### config.mk
export PLATFORM = sky130hd
export DESIGN_NAME = fetch_queue
export DESIGN_NICKNAME = d
export VERILOG_FILES = /design/src/rtl/fetch_queue_pkg.sv /design/src/rtl/fifo_sync.sv /design/src/rtl/fetch_queue.sv
export SDC_FILE = /design/constraint.sdc
export NUM_CORES = 1
export LEC_CHECK = 0
export CAP_MARGIN = 20
export CELL_PAD_IN_SITES_DETAIL_PLACEMENT = 0
export CELL_PAD_IN_SITES_GLOBAL_PLACEMENT = 1
export CORE_MARGIN = 4
export CORE_UTILIZATION = 30
export CTS_BUF_LIST = sky130_fd_sc_hd__clkbuf_8
export DETAILED_ROUTE_END_ITERATION = 12
export HOLD_SLACK_MARGIN = 0.02
export PLACE_DENSITY_LB_ADDON = 0.1
export SLEW_MARGIN = 25
export SYNTH_ARGS = -nofsm -noshare
export SYNTH_HDL_FRONTEND = slang
export SYNTH_HIERARCHICAL = 1
export SYNTH_SLANG_ARGS = --single-unit
### constraint.sdc
create_clock -name clk -period 2.65 [get_ports clk]
set_input_delay 0.3975 -clock clk [delete_from_list [all_inputs] [get_ports clk]]
set_output_delay 0.3975 -clock clk [all_outputs]
set_load 0.02 [all_outputs]
### src/rtl/fetch_queue_pkg.sv
// fetch_queue_pkg: default sizing constants shared by the fetch queue slice.
// No ports; holds no parameter-dependent typedefs so every instance can be
// resized independently.
package fetch_queue_pkg;

    localparam int unsigned FQ_DEPTH_DEFAULT       = 4;
    localparam int unsigned FQ_INSTR_WIDTH_DEFAULT = 32;
    localparam int unsigned FQ_PC_WIDTH_DEFAULT    = 4;

endpackage : fetch_queue_pkg

### src/rtl/fifo_sync.sv
// fifo_sync: single-clock DEPTH x WIDTH FIFO with occupancy count and flush.
// Ports:
//   clk, rst        clock, synchronous active-high reset
//   flush           empties the FIFO; wins over push and pop
//   push, wdata     write one word (caller guarantees not full)
//   pop             drop the head word (caller guarantees not empty)
//   rdata           head word (raw storage, meaningful only when count != 0)
//   count           occupancy 0..DEPTH
module fifo_sync #(
    parameter int unsigned WIDTH = 36,
    parameter int unsigned DEPTH = 4
) (
    input  logic                     clk,
    input  logic                     rst,
    input  logic                     flush,
    input  logic                     push,
    input  logic [WIDTH-1:0]         wdata,
    input  logic                     pop,
    output logic [WIDTH-1:0]         rdata,
    output logic [$clog2(DEPTH):0]   count
);

    localparam int unsigned AW = $clog2(DEPTH);
    localparam int unsigned CW = AW + 1;

    logic [WIDTH-1:0] mem [DEPTH];
    logic [AW-1:0]    wr_ptr;
    logic [AW-1:0]    rd_ptr;

    assign rdata = mem[rd_ptr];

    // Pointers wrap naturally because DEPTH is a power of two.
    always_ff @(posedge clk) begin
        if (rst || flush) begin
            wr_ptr <= '0;
            rd_ptr <= '0;
            count  <= '0;
        end else begin
            if (push) wr_ptr <= wr_ptr + AW'(1);
            if (pop)  rd_ptr <= rd_ptr + AW'(1);
            case ({push, pop})
                2'b10:   count <= count + CW'(1);
                2'b01:   count <= count - CW'(1);
                default: count <= count;
            endcase
        end
    end

    // Storage array; no reset needed, contents are qualified by count.
    always_ff @(posedge clk) begin
        if (push && !flush && !rst) mem[wr_ptr] <= wdata;
    end

endmodule : fifo_sync

### src/rtl/fetch_queue.sv
// fetch_queue: instruction fetch PC, memory request issue and decode-side queue.
// Ports:
//   clk, rst                      clock, synchronous active-high reset
//   o_mem_req, o_mem_addr         read request / address to instruction memory
//   i_mem_ready                   memory accepts the request this cycle
//   i_mem_data                    read data, one cycle after an accepted request
//   i_redirect, i_redirect_pc     taken branch: flush and refetch at target
//   o_valid, i_ready              decode handshake
//   o_instruction, o_pc           head entry (zero when nothing is presented)
// Build option: FETCH_QUEUE_BYPASS_EN lets a response reach the outputs in its
// arrival cycle when the queue is empty.
module fetch_queue
    import fetch_queue_pkg::*;
#(
    parameter int unsigned INSTR_WIDTH = FQ_INSTR_WIDTH_DEFAULT,
    parameter int unsigned PC_WIDTH    = FQ_PC_WIDTH_DEFAULT,
    parameter int unsigned DEPTH       = FQ_DEPTH_DEFAULT
) (
    input  logic                   clk,
    input  logic                   rst,
    output logic                   o_mem_req,
    output logic [PC_WIDTH-1:0]    o_mem_addr,
    input  logic                   i_mem_ready,
    input  logic [INSTR_WIDTH-1:0] i_mem_data,
    input  logic                   i_redirect,
    input  logic [PC_WIDTH-1:0]    i_redirect_pc,
    output logic                   o_valid,
    input  logic                   i_ready,
    output logic [INSTR_WIDTH-1:0] o_instruction,
    output logic [PC_WIDTH-1:0]    o_pc
);

    localparam int unsigned CW    = $clog2(DEPTH) + 1;
    localparam int unsigned WIDTH = INSTR_WIDTH + PC_WIDTH;

    logic [PC_WIDTH-1:0] fetch_pc;
    logic [PC_WIDTH-1:0] inflight_pc;
    logic                inflight;
    logic                kill;

    logic [CW-1:0]       count;
    logic [WIDTH-1:0]    head;
    logic                head_valid;
    logic                rsp_live;
    logic                accept;
    logic                push;
    logic                pop;

    // Issue only when the queue can absorb this request on top of any in-flight one.
    assign o_mem_req  = !rst && !i_redirect && ((count + CW'(inflight)) < CW'(DEPTH));
    assign o_mem_addr = fetch_pc;
    assign accept     = o_mem_req && i_mem_ready;

    // A response is dropped in reset, in a redirect cycle, or when marked killed.
    assign rsp_live   = !rst && !i_redirect && inflight && !kill;
    assign head_valid = !rst && (count != '0);

    // Decode-side view and FIFO control.
    always_comb begin
        push          = rsp_live;
        pop           = head_valid && i_ready && !i_redirect;
        o_valid       = head_valid;
        o_instruction = head_valid ? head[WIDTH-1 -: INSTR_WIDTH] : '0;
        o_pc          = head_valid ? head[PC_WIDTH-1:0] : '0;
`ifdef FETCH_QUEUE_BYPASS_EN
        if (rsp_live && !head_valid) begin
            o_valid       = 1'b1;
            o_instruction = i_mem_data;
            o_pc          = inflight_pc;
            push          = !i_ready;
        end
`endif
    end

    // Fetch PC and in-flight tracking; redirect overrides the PC advance.
    always_ff @(posedge clk) begin
        if (rst) begin
            fetch_pc    <= '0;
            inflight    <= 1'b0;
            inflight_pc <= '0;
            kill        <= 1'b0;
        end else begin
            inflight <= accept;
            kill     <= i_redirect ? inflight : 1'b0;
            if (accept) begin
                fetch_pc    <= fetch_pc + PC_WIDTH'(1);
                inflight_pc <= fetch_pc;
            end
            if (i_redirect) fetch_pc <= i_redirect_pc;
        end
    end

    fifo_sync #(
        .WIDTH (WIDTH),
        .DEPTH (DEPTH)
    ) u_fifo (
        .clk   (clk),
        .rst   (rst),
        .flush (i_redirect),
        .push  (push),
        .wdata ({i_mem_data, inflight_pc}),
        .pop   (pop),
        .rdata (head),
        .count (count)
    );

endmodule : fetch_queue

==> flow_metrics.env, run 1 <==
export IMPL_worstHoldPathCells=2
export IMPL_period_needed_ps=2520
export IMPL_hold_viol=0
export IMPL_clkTransAtPathRegs_ps=80
export IMPL_min_from="inflight"
export IMPL_cts_setup_buffers=0
export IMPL_worstSkewPairLatency_ps=450
export IMPL_syn_to_final_growth_pct=26.9
export IMPL_port_buffers=82
export IMPL_post_route_util=0.388
export IMPL_powerDensity_nw_per_um2=591
export IMPL_dieArea_um2=23800
export IMPL_ys_ff_latch=163
export IMPL_fin_tns_setup_ps=0
export IMPL_drt_wl_total_um=13100
export IMPL_clkSinkCount=163
export IMPL_grtUsageTotal=0.115
export IMPL_vias=3282
export IMPL_antenna_found_initial=0
export IMPL_ant_nets=0
export IMPL_cp_required_ps=2250
export IMPL_core_um2=21000
export IMPL_netlist_area_um2=6420
export IMPL_crit_chain="bufbuf_16, mux4_2, and2_1, dlygate4sd2_1"
export IMPL_max_slew_margin_rel=0.724
export IMPL_synthFlopType="edfxtp_1"
export IMPL_vias_per_cell=4.51
export IMPL_synth_cell_types=39
export IMPL_path_max_fanout=11
export IMPL_cts_made_buffers=17
export IMPL_worst_path_buf_inv=2
export IMPL_dpl_hpwl_um=7950
export IMPL_ys_seq_area_frac=0.733
export IMPL_slew_viol_final=0
export IMPL_antenna_cells=0
export IMPL_ioPinCount=83
export IMPL_cap_viol_max_count=0
export IMPL_end_kind="primary output"
export IMPL_reg2reg_slack_ps=620
export IMPL_cp_top_family="buffers and inverters"
export IMPL_clock_path_buffers=2
export IMPL_final_cell_mix="edfxtp_1 (144), clkdlybuf4s50_1 (45), and2_1 (36), dlygate4sd2_1 (36), mux4_2 (30)"
export IMPL_mostFrequentLayoutCell="edfxtp_1"
export IMPL_synthArstFlopShare=0
export IMPL_crit_arrival_ps=2120
export IMPL_grt_max_degree=38
export IMPL_outcome="complete, no violations"
export IMPL_setup_viol=0
export IMPL_worstSetupPathType="reg -> out"
export IMPL_cp_slowest_cell="mux4_2"
export IMPL_die_y_um=154
export IMPL_grt_pass1_wl_um=20700
export IMPL_first_global_vias=3591
export IMPL_drc=0
export IMPL_max_stage_delay_ps=500
export IMPL_power_leakage_nw=2.81
export IMPL_rr_worst_depth=7
export IMPL_firstDrtPassIters=4
export IMPL_regToRegStartpoint="u_fifo/count[2]"
export IMPL_fin_crit_sh=0.950
export IMPL_rr_endpoint="u_fifo/count[2]"
export IMPL_avgSynthCellArea_um2=19.4
export IMPL_min_path_type="reg -> reg"
export IMPL_syn_num_nets=379
export IMPL_worst_clock_skew_ps=9.05
export IMPL_drt_iter0_drc=108
export IMPL_fp_dieW_um=154
export IMPL_yosysWarnings=6
export IMPL_fmax_ghz=0.397
export IMPL_nets=488
export IMPL_root_buffer="clkbuf_8"
export IMPL_rows=53
export IMPL_grt_overflow_total=0
export IMPL_gp_congestion=0.699
export IMPL_min_to="kill"
export IMPL_synth_edf_count=144
export IMPL_start_kind="flop"
export IMPL_cts_hold_buf=0
export IMPL_max_slew_worst_pin_slew_ps=411
export IMPL_wire_per_inst_um=18.0
export IMPL_initial_core_util=0.305
export IMPL_rsz0062_at_grt="false"
export IMPL_htreeDepth=4
export IMPL_cts_tree="done"
export IMPL_drive_gt1_frac=0.214
export IMPL_ir_drop_uv=279
export IMPL_synthCells=331
[where the power goes]
part           switching, W  internal, W  total (W)
Sequential        0.0000104      0.00279    0.00280
Combinational     0.0000665    0.0000839   0.000150
Clock              0.000923     0.000940    0.00186
[flip-flops by register name (all words and copies together) (netlist names), named ones only]
register       count
inflight_pc        4
u_fifo/mem       144
u_fifo/count       3
kill               1
o_mem_addr         4
u_fifo/wr_ptr      2
u_fifo/rd_ptr      2
inflight           1
[tightest hold or removal path, delay by kind of cell (launching register included)]
family	cells	cell delay [ps]
DFF	1	330
and+or+nand+nor	2	100
[routing by layer]
| layer | part of all wire | track usage |
|---|---|---|
| met1 | 0.45 | 0.147 |
| met2 | 0.49 | 0.188 |
| met3 | 0.043 | 0.0355 |
| met4 | 0.015 | 0.0378 |
| met5 | 0 | 0 |
[cell type report]
type	instances	area (um2)
clock buffers	17	234
flip-flops and latches	163	4710
repair buffers	104	1070
well taps	275	344
fillers	1978	12900
inverters	8	30.0
multi-input cells	146	1580
clock inverters	15	183
[synthesized netlist by cell type, types with 2 or more instances]
master | number | area share
nor2_1 | 13 | 0.0076
ha_1 | 6 | 0.012
xnor2_1 | 3 | 0.0041
mux2i_1 | 2 | 0.0031
and2_1 | 36 | 0.035
mux4_2 | 30 | 0.11
nand3_1 | 4 | 0.0031
o21ai_0 | 6 | 0.0047
buf_12 | 3 | 0.0094
clkbuf_1 | 5 | 0.0029
dfxtp_1 | 19 | 0.059
nor4b_1 | 2 | 0.0027
mux4_1 | 6 | 0.025
inv_1 | 8 | 0.0047
nor3_1 | 3 | 0.0023
and3_1 | 6 | 0.0058
edfxtp_1 | 144 | 0.67
buf_2 | 4 | 0.0031
a21oi_1 | 7 | 0.0055
nand2_1 | 4 | 0.0023
xor2_1 | 2 | 0.0027
[metrics by stage]
step	std cells	hold WS [ps]	setup slack (ps)	total power [W]	instance area, um2
2_1_floorplan	331	428	233	0.00290	6430
3_3_place_gp	695	451	99.6	0.00301	7730
3_5_place_dp	695	457	5.20	0.00302	7730
4_1_cts	728	469	26.0	0.00490	8150
5_1_grt	728	479	14.0	0.00503	8150
6_report	728	463	134	0.00482	8150
[worst max-delay path by stage]
stage                              endpoint  slack (ps)  startpoint  cells past startpoint
after floorplan             u_fifo/count[2]         230         rst                      8
after global placement      u_fifo/count[2]         100         rst                      8
after detailed placement    u_fifo/count[2]           5         rst                      8
after CTS                 o_instruction[28]          30        flop                      4
after global routing      o_instruction[18]          10        flop                      4
final                      o_instruction[3]         130        flop                      4
[cells by family (layout without fill, tap and decap cells)]
group	after synthesis	in the layout	synth area share
AOI/OAI and AO/OA	20	20	0.0195
xor gates and xnor gates	7	7	0.0119
and+or+nand+nor	74	74	0.0657
buffers and inverters	22	144	0.0226
DFF	163	163	0.733
muxes	38	38	0.133
adders and majority gates	7	7	0.0148
[repair_timing]
action / 4_1_cts / 5_1_grt
gates resized for setup: 39 / 2
endpoints found under the setup margin: 36 / 10
gates cloned: 1 / 0
Note: power is estimated with default switching activity, not from simulation.
==> inputs of run 2 (changes only) <==
CTS_BUF_LIST = sky130_fd_sc_hd__clkbuf_4 sky130_fd_sc_hd__clkbuf_8   (was sky130_fd_sc_hd__clkbuf_8)
==> results of run 2 <==
Final layout, timing and power as in run 1 (identical DEF).
==> inputs of run 3 (changes only) <==
==> constraint.sdc (replaced) <==
create_clock -name clk -period 2.65 [get_ports clk]
set_input_delay 0.6625 -clock clk [delete_from_list [all_inputs] [get_ports clk]]
set_output_delay 0.6625 -clock clk [all_outputs]
set_load 0.02 [all_outputs]
==> flow_metrics.env, run 3 (synthesized netlist as in run 1, its figures left out) <==
export IMPL_outcome="complete, no violations"
export IMPL_max_slew_worst_pin_slew_ps=381
export IMPL_cap_viol_max_count=0
export IMPL_cp_top_family="multiplexers"
export IMPL_clock_path_buffers=2
export IMPL_wire_per_inst_um=17.8
export IMPL_hold_viol=0
export IMPL_core_um2=21000
export IMPL_fin_crit_sh=0.975
export IMPL_powerDensity_nw_per_um2=584
export IMPL_drt_iter0_drc=155
export IMPL_dp_slack_ps=-335
export IMPL_crit_arrival_ps=1920
export IMPL_die_y_um=154
export IMPL_port_buffers=82
export IMPL_gp_congestion=0.719
export IMPL_worstSetupPathType="reg -> out"
export IMPL_worstSkewPairLatency_ps=440
export IMPL_start_kind="flop"
export IMPL_worst_path_buf_inv=3
export IMPL_first_global_vias=3536
export IMPL_initial_core_util=0.305
export IMPL_dpl_hpwl_um=8130
export IMPL_crit_chain="buf_12, buf_4, mux4_1, and2_1, buf_2"
export IMPL_dieArea_um2=23800
export IMPL_largest_reg_flops=144
export IMPL_max_slew_margin_rel=0.745
export IMPL_mostFrequentLayoutCell="edfxtp_1"
export IMPL_grtUsageTotal=0.116
export IMPL_slew_viol_final=0
export IMPL_vias_per_cell=4.48
export IMPL_end_kind="primary output"
export IMPL_p_comb_frac=0.031
export IMPL_rows=53
export IMPL_drc=0
export IMPL_period_needed_ps=2580
export IMPL_path_max_fanout=8
export IMPL_max_stage_delay_ps=510
export IMPL_nets=506
export IMPL_fmax_ghz=0.387
export IMPL_grt_pass1_wl_um=20700
export IMPL_n_fill_cell=1953
export IMPL_switching_share=0.194
export IMPL_power_leakage_nw=2.82
export IMPL_cts_tree="done"
export IMPL_ant_nets=0
export IMPL_min_path_type="reg -> reg"
export IMPL_post_route_util=0.391
export IMPL_setup_viol=0
export IMPL_fp_dieW_um=154
export IMPL_cp_slowest_cell="mux4_1"
export IMPL_clkTransAtPathRegs_ps=80
export IMPL_drt_wl_total_um=13300
export IMPL_syn_to_final_growth_pct=28.0
export IMPL_grt_max_degree=38
export IMPL_drive_gt1_frac=0.331
export IMPL_vias=3345
export IMPL_p_int_w=0.00387
export IMPL_antenna_found_initial=1
export IMPL_grt_overflow_total=0
export IMPL_top_register="u_fifo/mem"
export IMPL_ir_drop_uv=237
export IMPL_pwr_share_seq=0.584
export IMPL_htreeDepth=4
export IMPL_cts_made_buffers=17
export IMPL_ioPinCount=83
export IMPL_rsz0062_at_grt="true"
export IMPL_p_clk_frac=0.385
export IMPL_root_buffer="clkbuf_8"
export IMPL_firstDrtPassIters=4
export IMPL_clkSinkCount=163
export IMPL_antenna_cells=0
export IMPL_switchingPower_w=0.000932
export IMPL_worst_clock_skew_ps=12.3
export IMPL_fin_ws_ps=67.5
export IMPL_final_cell_mix="edfxtp_1 (144), clkdlybuf4s50_1 (44), and2_1 (35)"
export IMPL_cp_required_ps=1990
## run 3: changes by cell type in the layout (fill, tap and decap cells not counted), moves of 2 or more
cell           previous run  this run
buf_12                    8        15
buf_2                     0        34
buf_4                    13        26
clkbuf_4                  0         4
clkinv_2                  2         4
clkinv_4                  3         0
clkinvlp_4                4         1
dlygate4sd2_1            36         2
inv_6                     3         1
mux4_1                    6         3
mux4_2                   30        33
## run 3: per-layer routing
metal,wire [um],vias to the layer above,track usage
met3,606,16,0.0378
li1,-,1555,-
met1,5870,1701,0.147
met5,13,-,0
met4,161,2,0.0366
met2,6610,71,0.191
## run 3: cell type report
cell class / instances / area, um2 / share of cell area
flip-flops and latches: 163 / 4710 / 0.573
multi-input cells: 146 / 1590 / 0.194
repair buffers: 122 / 1130 / 0.138
well taps: 275 / 344 / 0.0419
clock buffers: 22 / 278 / 0.0338
clock inverters: 10 / 133 / 0.0161
inverters: 8 / 30.0 / 0.00365
## run 3: stage by stage
| step | cell area, um2 | power (W) | instances | TNS (ps) | hold slack (ps) |
|---|---|---|---|---|---|
| 4_1_cts | 8180 | 0.00488 | 736 | -278 | 474 |
| 6_report | 8220 | 0.00480 | 746 | 0 | 469 |
| 3_3_place_gp | 7820 | 0.00301 | 698 | -10340 | 462 |
| 2_1_floorplan | 6440 | 0.00290 | 331 | 0 | 433 |
| 3_5_place_dp | 7820 | 0.00302 | 698 | -11210 | 456 |
| 5_1_grt | 8220 | 0.00501 | 746 | -185 | 509 |
## run 3: repair_timing
item | 4_1_cts | 5_1_grt
hold buffers | 0 | 0
setup buffers | 4 | 12
gates cloned | 2 | 0
gates resized for setup | 148 | 9
setup endpoints to repair | 38 | 18
## run 3: worst reg2reg max path, delay by kind of cell (launching register included)
kind / cells / cell delay [ps]
and+or+nand+nor: 3 / 760
adders and majority gates: 2 / 600
DFF: 1 / 360
xor gates and xnor gates: 1 / 150
AOI/OAI and AO/OA: 1 / 150
## run 3: final timing paths
kind | slack [ps] | depth (start not counted) | from | endpoint
worst min register to register | 470 | 2 | inflight | kill
worst max-delay path | 70 | 5 | flop | o_instruction[26]
worst min-delay path | 470 | 2 | inflight | kill
worst max register to register | 570 | 7 | u_fifo/count[1] | u_fifo/count[2]
## run 3: power groups by stage
| stage | registers, W | logic, W | clock network (W) |
|---|---|---|---|
| final | 0.00280 | 0.000149 | 0.00185 |
| after global routing | 0.00281 | 0.000163 | 0.00204 |
| after CTS | 0.00280 | 0.000151 | 0.00193 |
| after detailed placement | 0.00286 | 0.000152 | 0 |
| after global placement | 0.00286 | 0.000149 | 0 |
| after floorplan | 0.00287 | 0.0000364 | 0 |
